$ cat src/rtl/rf_wb_arbiter.sv
// Write-back arbiter that merges EX results and load returns onto the single regfile
// write port, plus a load scoreboard that lets decode stall on RAW/WAW hazards.
module rf_wb_arbiter #(
   parameter int XLEN = 64,
   parameter int NREG = 32,
   parameter int AW   = 5
) (
   input  logic            clk,
   input  logic            rst,
   input  logic            ex_valid,
   output logic            ex_ready,
   input  logic [AW-1:0]   ex_rd,
   input  logic [XLEN-1:0] ex_data,
   input  logic            ld_issue,
   input  logic [AW-1:0]   ld_issue_rd,
   input  logic            ld_valid,
   output logic            ld_ready,
   input  logic [AW-1:0]   ld_rd,
   input  logic [XLEN-1:0] ld_data,
   output logic            rf_wen,
   output logic [AW-1:0]   rf_rd,
   output logic [XLEN-1:0] rf_wdata,
   input  logic [AW-1:0]   rs1,
   input  logic [AW-1:0]   rs2,
   output logic            rs1_busy,
   output logic            rs2_busy,
   output logic            sb_err
);

   typedef enum logic {GRANT_EX = 1'b0, GRANT_LD = 1'b1} grant_e;

   grant_e          last_grant_q, last_grant_d;
   logic [NREG-1:0] busy_q, busy_d;
   logic            rf_wen_q, rf_wen_d;
   logic [AW-1:0]   rf_rd_q, rf_rd_d;
   logic [XLEN-1:0] rf_wdata_q, rf_wdata_d;
   logic            sb_err_q, sb_err_d;

   logic ex_hit, ld_hit, issue_hit;
   logic ex_elig, ld_elig, contended;
   logic ex_grant, ld_grant;

   always_ff @(posedge clk) begin
      if (rst) begin
         last_grant_q <= GRANT_EX;
         busy_q       <= '0;
         rf_wen_q     <= 1'b0;
         rf_rd_q      <= '0;
         rf_wdata_q   <= '0;
         sb_err_q     <= 1'b0;
      end else begin
         last_grant_q <= last_grant_d;
         busy_q       <= busy_d;
         rf_wen_q     <= rf_wen_d;
         rf_rd_q      <= rf_rd_d;
         rf_wdata_q   <= rf_wdata_d;
         sb_err_q     <= sb_err_d;
      end
   end

   // An EX request blocked by an older load is not a contender, so LD wins alone.
   always_comb begin
      ex_hit    = (ex_rd != '0);
      ld_hit    = (ld_rd != '0);
      issue_hit = (ld_issue_rd != '0);
      ex_elig   = ex_valid & ex_hit & ~busy_q[ex_rd];
      ld_elig   = ld_valid & ld_hit;
      contended = ex_elig & ld_elig;
      ex_grant  = ex_elig & (~ld_elig | (last_grant_q == GRANT_LD));
      ld_grant  = ld_elig & (~ex_elig | (last_grant_q == GRANT_EX));
   end

   always_comb begin
      last_grant_d = last_grant_q;
      busy_d       = busy_q;
      rf_wen_d     = ex_grant | ld_grant;
      rf_rd_d      = rf_rd_q;
      rf_wdata_d   = rf_wdata_q;
      sb_err_d     = sb_err_q;

      if (contended) begin
         last_grant_d = ex_grant ? GRANT_EX : GRANT_LD;
      end

      if (ld_grant) begin
         rf_rd_d    = ld_rd;
         rf_wdata_d = ld_data;
      end else if (ex_grant) begin
         rf_rd_d    = ex_rd;
         rf_wdata_d = ex_data;
      end

      // Clear first so a same-index issue in the same cycle leaves the register busy.
      if (ld_grant) begin
         busy_d[ld_rd] = 1'b0;
      end
      if (ld_issue & issue_hit) begin
         busy_d[ld_issue_rd] = 1'b1;
      end
      busy_d[0] = 1'b0;

      if ((ld_issue & issue_hit & busy_q[ld_issue_rd]) | (ld_grant & ~busy_q[ld_rd])) begin
         sb_err_d = 1'b1;
      end
   end

   always_comb begin
      ex_ready = (ex_valid & ~ex_hit) | ex_grant;
      ld_ready = (ld_valid & ~ld_hit) | ld_grant;
      rf_wen   = rf_wen_q;
      rf_rd    = rf_rd_q;
      rf_wdata = rf_wdata_q;
      sb_err   = sb_err_q;
      rs1_busy = (rs1 != '0) & (busy_q[rs1] | (rf_wen_q & (rf_rd_q == rs1)));
      rs2_busy = (rs2 != '0) & (busy_q[rs2] | (rf_wen_q & (rf_rd_q == rs2)));
   end

endmodule
$ cat config.mk
export PLATFORM = sky130hd
export DESIGN_NAME = rf_wb_arbiter
export DESIGN_NICKNAME = d
export VERILOG_FILES = /design/src/rtl/rf_wb_arbiter.sv
export SDC_FILE = /design/constraint.sdc
export NUM_CORES = 1
export LEC_CHECK = 0
export CAP_MARGIN = 20
export CORE_MARGIN = 10
export CORE_UTILIZATION = 36
export CTS_CLUSTER_SIZE = 24
export DETAILED_ROUTE_END_ITERATION = 6
export PLACE_DENSITY_LB_ADDON = 0.08
export SLEW_MARGIN = 20
export SYNTH_ARGS = -nofsm -noshare
export SYNTH_HDL_FRONTEND = slang
export SYNTH_SLANG_ARGS = --single-unit
$ cat constraint.sdc
create_clock -name clk -period 11.6 [get_ports clk]
set_input_delay 2.9 -clock clk [delete_from_list [all_inputs] [get_ports clk]]
set_output_delay 2.9 -clock clk [all_outputs]
set_load 0.02 [all_outputs]
# Word-level counts from Yosys, hierarchy flattened
# Cells that the tools add are included.
# W data, S select, Z words.
[totals]
regBits = 104
latchBits = 0
ram_bits = 0
romBits = 0
out_inout_bits = 75
mem_count = 0
[op_classes]
addsub = 0
mul = 0
div_mod_pow = 0
n_lt_le_gt_ge = 7
eq_ne = 2
n_shift = 0
muxes = 21
bitwise_logic = 33
n_reduce_logical = 8
[ops]
columns = ["op", "n"]
rows = [
  ["$mux W64", 2],
  ["$mux W32", 2],
  ["$and A32 B32 Y32", 1],
  ["$not A32 Y32", 1],
  ["$or A32 B32 Y32", 1],
  ["$lt A5 B6 Y1 const B", 5],
  ["$bmux W1 S5", 5],
  ["$reduce_bool A5 Y1", 5],
  ["$and A1 B1 Y1", 15],
  ["$demux W1 S5", 2],
  ["$eq A5 B5 Y1", 2],
  ["$ge A5 B1 Y1 const B", 2],
  ["$mux W5", 2],
  ["$mux W1", 8],
  ["$or A1 B1 Y1", 8],
  ["$not A1 Y1", 7],
  ["$logic_and A1 B1 Y1", 2],
  ["$reduce_bool A2 Y1", 1],
]

# Depth between registers and ports, before layout
[logic_depth]
ltp_word = 10
mapped_depth = 11

# Least setup slack after synthesis
# Ideal clock, no wire load.
[synth_path]
path_kind = "in2out"
from = "input ex_rd[0]"
to = "output ex_ready"
arrival_ns = 4.910
required_ns = 8.700
slack_ns = 3.790
path_stages = 10
n_path_buf = 4
cell_sequence = "buf_6 mux4_2 a22o_1 a311oi_2 a21o_1 buf_4 buf_4 buf_2 o21ai_1 o21ai_0"
[synth_via]
elab_chain_len = 6
[synth_rtl]
columns = ["item", "line", "text"]
rows = [
  ["from (decl)", "12", "input logic [AW-1:0] ex_rd,"],
  ["$bmux W1 S5", "66", "ex_elig = ex_valid & ex_hit & ~busy_q[ex_rd];"],
  ["$mux W1 (not written as such)", "66", ""],
  ["$not A1 Y1", "66", ""],
  ["$and A1 B1 Y1", "66", ""],
  ["$and A1 B1 Y1", "69", "ex_grant = ex_elig & (~ld_elig | (last_grant_q == GRANT_LD));"],
  ["$or A1 B1 Y1 *", "108", "ex_ready = (ex_valid & ~ex_hit) | ex_grant;"],
  ["to (decl)", "11", "output logic ex_ready,"],
]
# Mark *: on every way between the ends. The rest lies on a longest branch, timed or not. The select of a mux whose other input is x is not followed.

# Final worst setup path
[layout_path]
from = "input ex_rd[0]"
to = "output ld_ready"
[layout_via]
elab_chain_len = 8
[layout_rtl]
columns = ["item", "line", "text"]
rows = [
  ["$bmux W1 S5", "66", ""],
  ["$mux W1 (not written as such)", "66", ""],
  ["$not A1 Y1", "66", ""],
  ["$and A1 B1 Y1 *", "66", ""],
  ["$not A1 Y1 *", "70", "ld_grant = ld_elig & (~ex_elig | (last_grant_q == GRANT_EX));"],
  ["$or A1 B1 Y1 *", "70", ""],
  ["$and A1 B1 Y1 *", "70", ""],
  ["$or A1 B1 Y1 *", "109", "ld_ready = (ld_valid & ~ld_hit) | ld_grant;"],
  ["to (decl)", "17", "output logic ld_ready,"],
]
# Marked as above.

==> summary.md <==
| Metric | Value |
|---|---|
| Largest net degree at the start of global routing | `103` |
| Netlist Area Pre-Place | `6570 µm²` |
| Commonest cells in the netlist | `146 x nand2_1, 103 x dfxtp_1, 80 x nand3_1` |
| CP Launch Type | `input port` |
| Final hold slack | `0.481 ns` |
| CTS HTree Levels | `3` |
| Crit-path max FO | `72` |
| Crit path cell chain | `clkdlybuf4s50_1 -> mux4_2 -> a22o_1 -> a311oi_2 -> a21o_4 -> o211ai_1 -> and2_1 -> clkdlybuf4s50_1` |
| Share of cells above drive strength 1 | `13.0%` |
| Rows | `49` |
| Clock Skews | `0.0110 ns` |
| Worst path max stage delay | `0.91 ns` |
| Hold path depth | `2` |
| Max frequency | `0.105 GHz` |
| Top post-synthesis cells by area | `dfxtp_1 31%, mux4_2 12%, o211ai_2 8.8%, nand2_1 8.3%, nand3_1 6.1%` |
| Setup TNS | `0 ns` |
| Core Area | `18000 µm²` |
| DR iter-0 viols | `631` |
| Syn nets | `896` |
| CTS tree | `yes` |
| FILL cells | `1674` |
| Post-Syn Area per Cell | `8.90 µm²` |
| Critical R2R Launch | `busy_q[19]` |
| R2R Setup Slk | `7.98 ns` |
| Max-slew violation count | `0` |
| RSZ-0062 raised after global routing | `false` |
| Final Hold Fails | `0` |
| Critical Path RT | `8.70 ns` |
| First-pass GRT wire length | `39200 µm` |
| Post_cts resized | `0` |
| Post-CTS setup buffers | `0` |
| Clk slew on worst S/H paths | `0.08 ns` |
| Vias in the first global route | `6735` |
| Root Buffer | `clkbuf_16` |
| Dpl hpwl | `18900 µm` |
| Kind of critical path | `in2out` |
| Post-Synthesis Cells | `738` |
| Setup-failing EPs final | `0` |
| Total wire length | `26200 µm` |
| Clock Tree Buf Depth | `2` |
| Area grow syn2layout | `39.3%` |
| Slew HR | `34.6%` |
| Top cell type's share of synthesized area | `31.4%` |
| Final #Nets | `1070` |
| DIE HEIGHT | `155 µm` |
| Initial Utilization | `36.6%` |
| Initial antenna violation count | `2` |
| R2R depth | `7` |
| Drt wl/cell | `22.8 µm` |
| Final min period | `9.56 ns` |
| Number of flops mapped to enable cells by yosys | `0` |
| Worst hold-check path type | `reg2reg` |
| Peak supply drop | `0.0000788 V` |
| # IOs | `233` |
| Hold-fix buffers, CTS | `0` |
| PortBufs | `232` |
| GRT overflow | `0` |
| Die W | `155 µm` |
| Max cap viols | `0` |
| Drc violations | `0` |
| Post-synth top flop | `dfxtp_1` |
| Worst Tran Pin Value | `0.981 ns` |
| Leakage | `3.14 nW` |
| Die area | `24000 µm²` |
| GRT Overall Usage | `20.5%` |
| DR vias | `6778` |
| Routed Antenna Nets | `0` |
| Library cells used by synthesis | `61` |
| P per Cell Area | `108 nW/µm²` |
| Number of CTS-inserted buffers | `9` |
| Slowest library cell on the worst path | `clkdlybuf4s50_1` |
| DR pass1 iterations | `7` |
| Routed vias/inst | `5.91` |
| Hold Crit Start | `rf_wdata[0]` |
| Most frequent cell after synthesis | `nand2_1` |
| Post-synthesis register bit count | `103` |
| Clock Latency Late Sink | `0.36 ns` |
| Largest delay contributor family on the critical path | `buffers and inverters` |
| Setup crit end kind | `primary output` |
| Crit share post-route | `82.4%` |
| Crit. Startpoint | `ex_rd[0]` |
| Ys Warns | `0` |
| Area leader, netlist | `dfxtp_1` |
| TritonCTS Sinks | `103` |
| Async S/R FF share, synth | `0%` |
| Critical Path AT | `6.66 ns` |
| Status | `complete, no violations` |
| Hold endpoint | `rf_wdata[0]` |
| Layout Utilization | `50.9%` |
| Crit Reg-Reg Endpoint | `busy_q[18]` |
| Worst path most repeated cell | `clkdlybuf4s50_1` |
| RePlAce Congestion | `0.931` |
| Register area share after synthesis | `31.4%` |
| WP buf/inv | `2` |
[state kept, by name, summed over array words and instances (netlist names)]
signal        flops
last_grant_q      1
busy_q           31
sb_err            1
rf_wen            1
rf_wdata         64
rf_rd             5
[worst max path at each step]
stage,to,slack (ns),cells after the start
after global placement,ld_ready,2.17,8
after floorplan,ex_ready,3.79,10
after detailed placement,ld_ready,2.08,8
after CTS,ld_ready,2.09,8
after global routing,ex_ready,1.82,8
final,ld_ready,2.04,8
[metal layers]
metal | share of wire (%) | routed length [µm] | up-vias | GRT usage, %
li1 | - | - | 3113 | -
met1 | 38 | 9990 | 3274 | 24.0
met2 | 50 | 13000 | 333 | 34.1
met3 | 9.1 | 2380 | 56 | 6.26
met4 | 2.8 | 743 | 2 | 8.41
met5 | 0.034 | 9 | - | 0
[power breakdown]
group	internal, mW	switching, mW	total (mW)	leakage, nW
clock	0.171	0.147	0.317	0.142
sequential	0.380	0.0192	0.399	0.846
combinational	0.130	0.145	0.276	2.15
[per-stage QoR]
step / worst slack (ns) / cell area [µm²] / total power [mW] / instances
6_report: 2.04 / 9150 / 0.992 / 1147
5_1_grt: 1.82 / 9150 / 1.03 / 1147
4_1_cts: 2.09 / 9140 / 0.999 / 1146
3_5_place_dp: 2.08 / 8840 / 0.681 / 1130
3_3_place_gp: 2.17 / 8840 / 0.676 / 1130
2_1_floorplan: 3.79 / 6570 / 0.549 / 738
[worst min-delay path, delay by kind of cell, from the launching register on]
| kind | cells | cell delay, ns |
|---|---|---|
| simple gates | 1 | 0.05 |
| flops | 1 | 0.32 |
| compound gates | 1 | 0.07 |
[cell usage in the layout (no fill, tap or decap), types with 18 or more instances in the layout]
| master | netlist | routed |
|---|---|---|
| a211oi_1 | 18 | 18 |
| o211ai_2 | 46 | 46 |
| clkdlybuf4s50_1 | 0 | 231 |
| inv_1 | 37 | 37 |
| mux4_2 | 34 | 34 |
| o32ai_1 | 31 | 31 |
| nand3_1 | 80 | 80 |
| dfxtp_1 | 103 | 103 |
| nand2_1 | 146 | 146 |
| o211ai_1 | 22 | 22 |
[layout make-up]
cell class	instances	area, µm²	share of cell area [%]
inverters	37	139	1.52
multi-input cells	523	3990	43.6
diodes	1	2.50	0.0274
flip-flops and latches	103	2060	22.5
repair buffers	238	2370	25.9
clock inverters	5	66.3	0.725
clock buffers	11	233	2.54
well taps	229	287	3.13
[logic make-up after synthesis]
kind of cell	Yosys count	share of synthesized area, %
mux	45	13.7
xor+xnor	10	1.33
compound gates	181	25.3
simple gates	287	20.1
buf+inv	112	8.17
flops	103	31.4
Power figures use the tool's default switching activity.
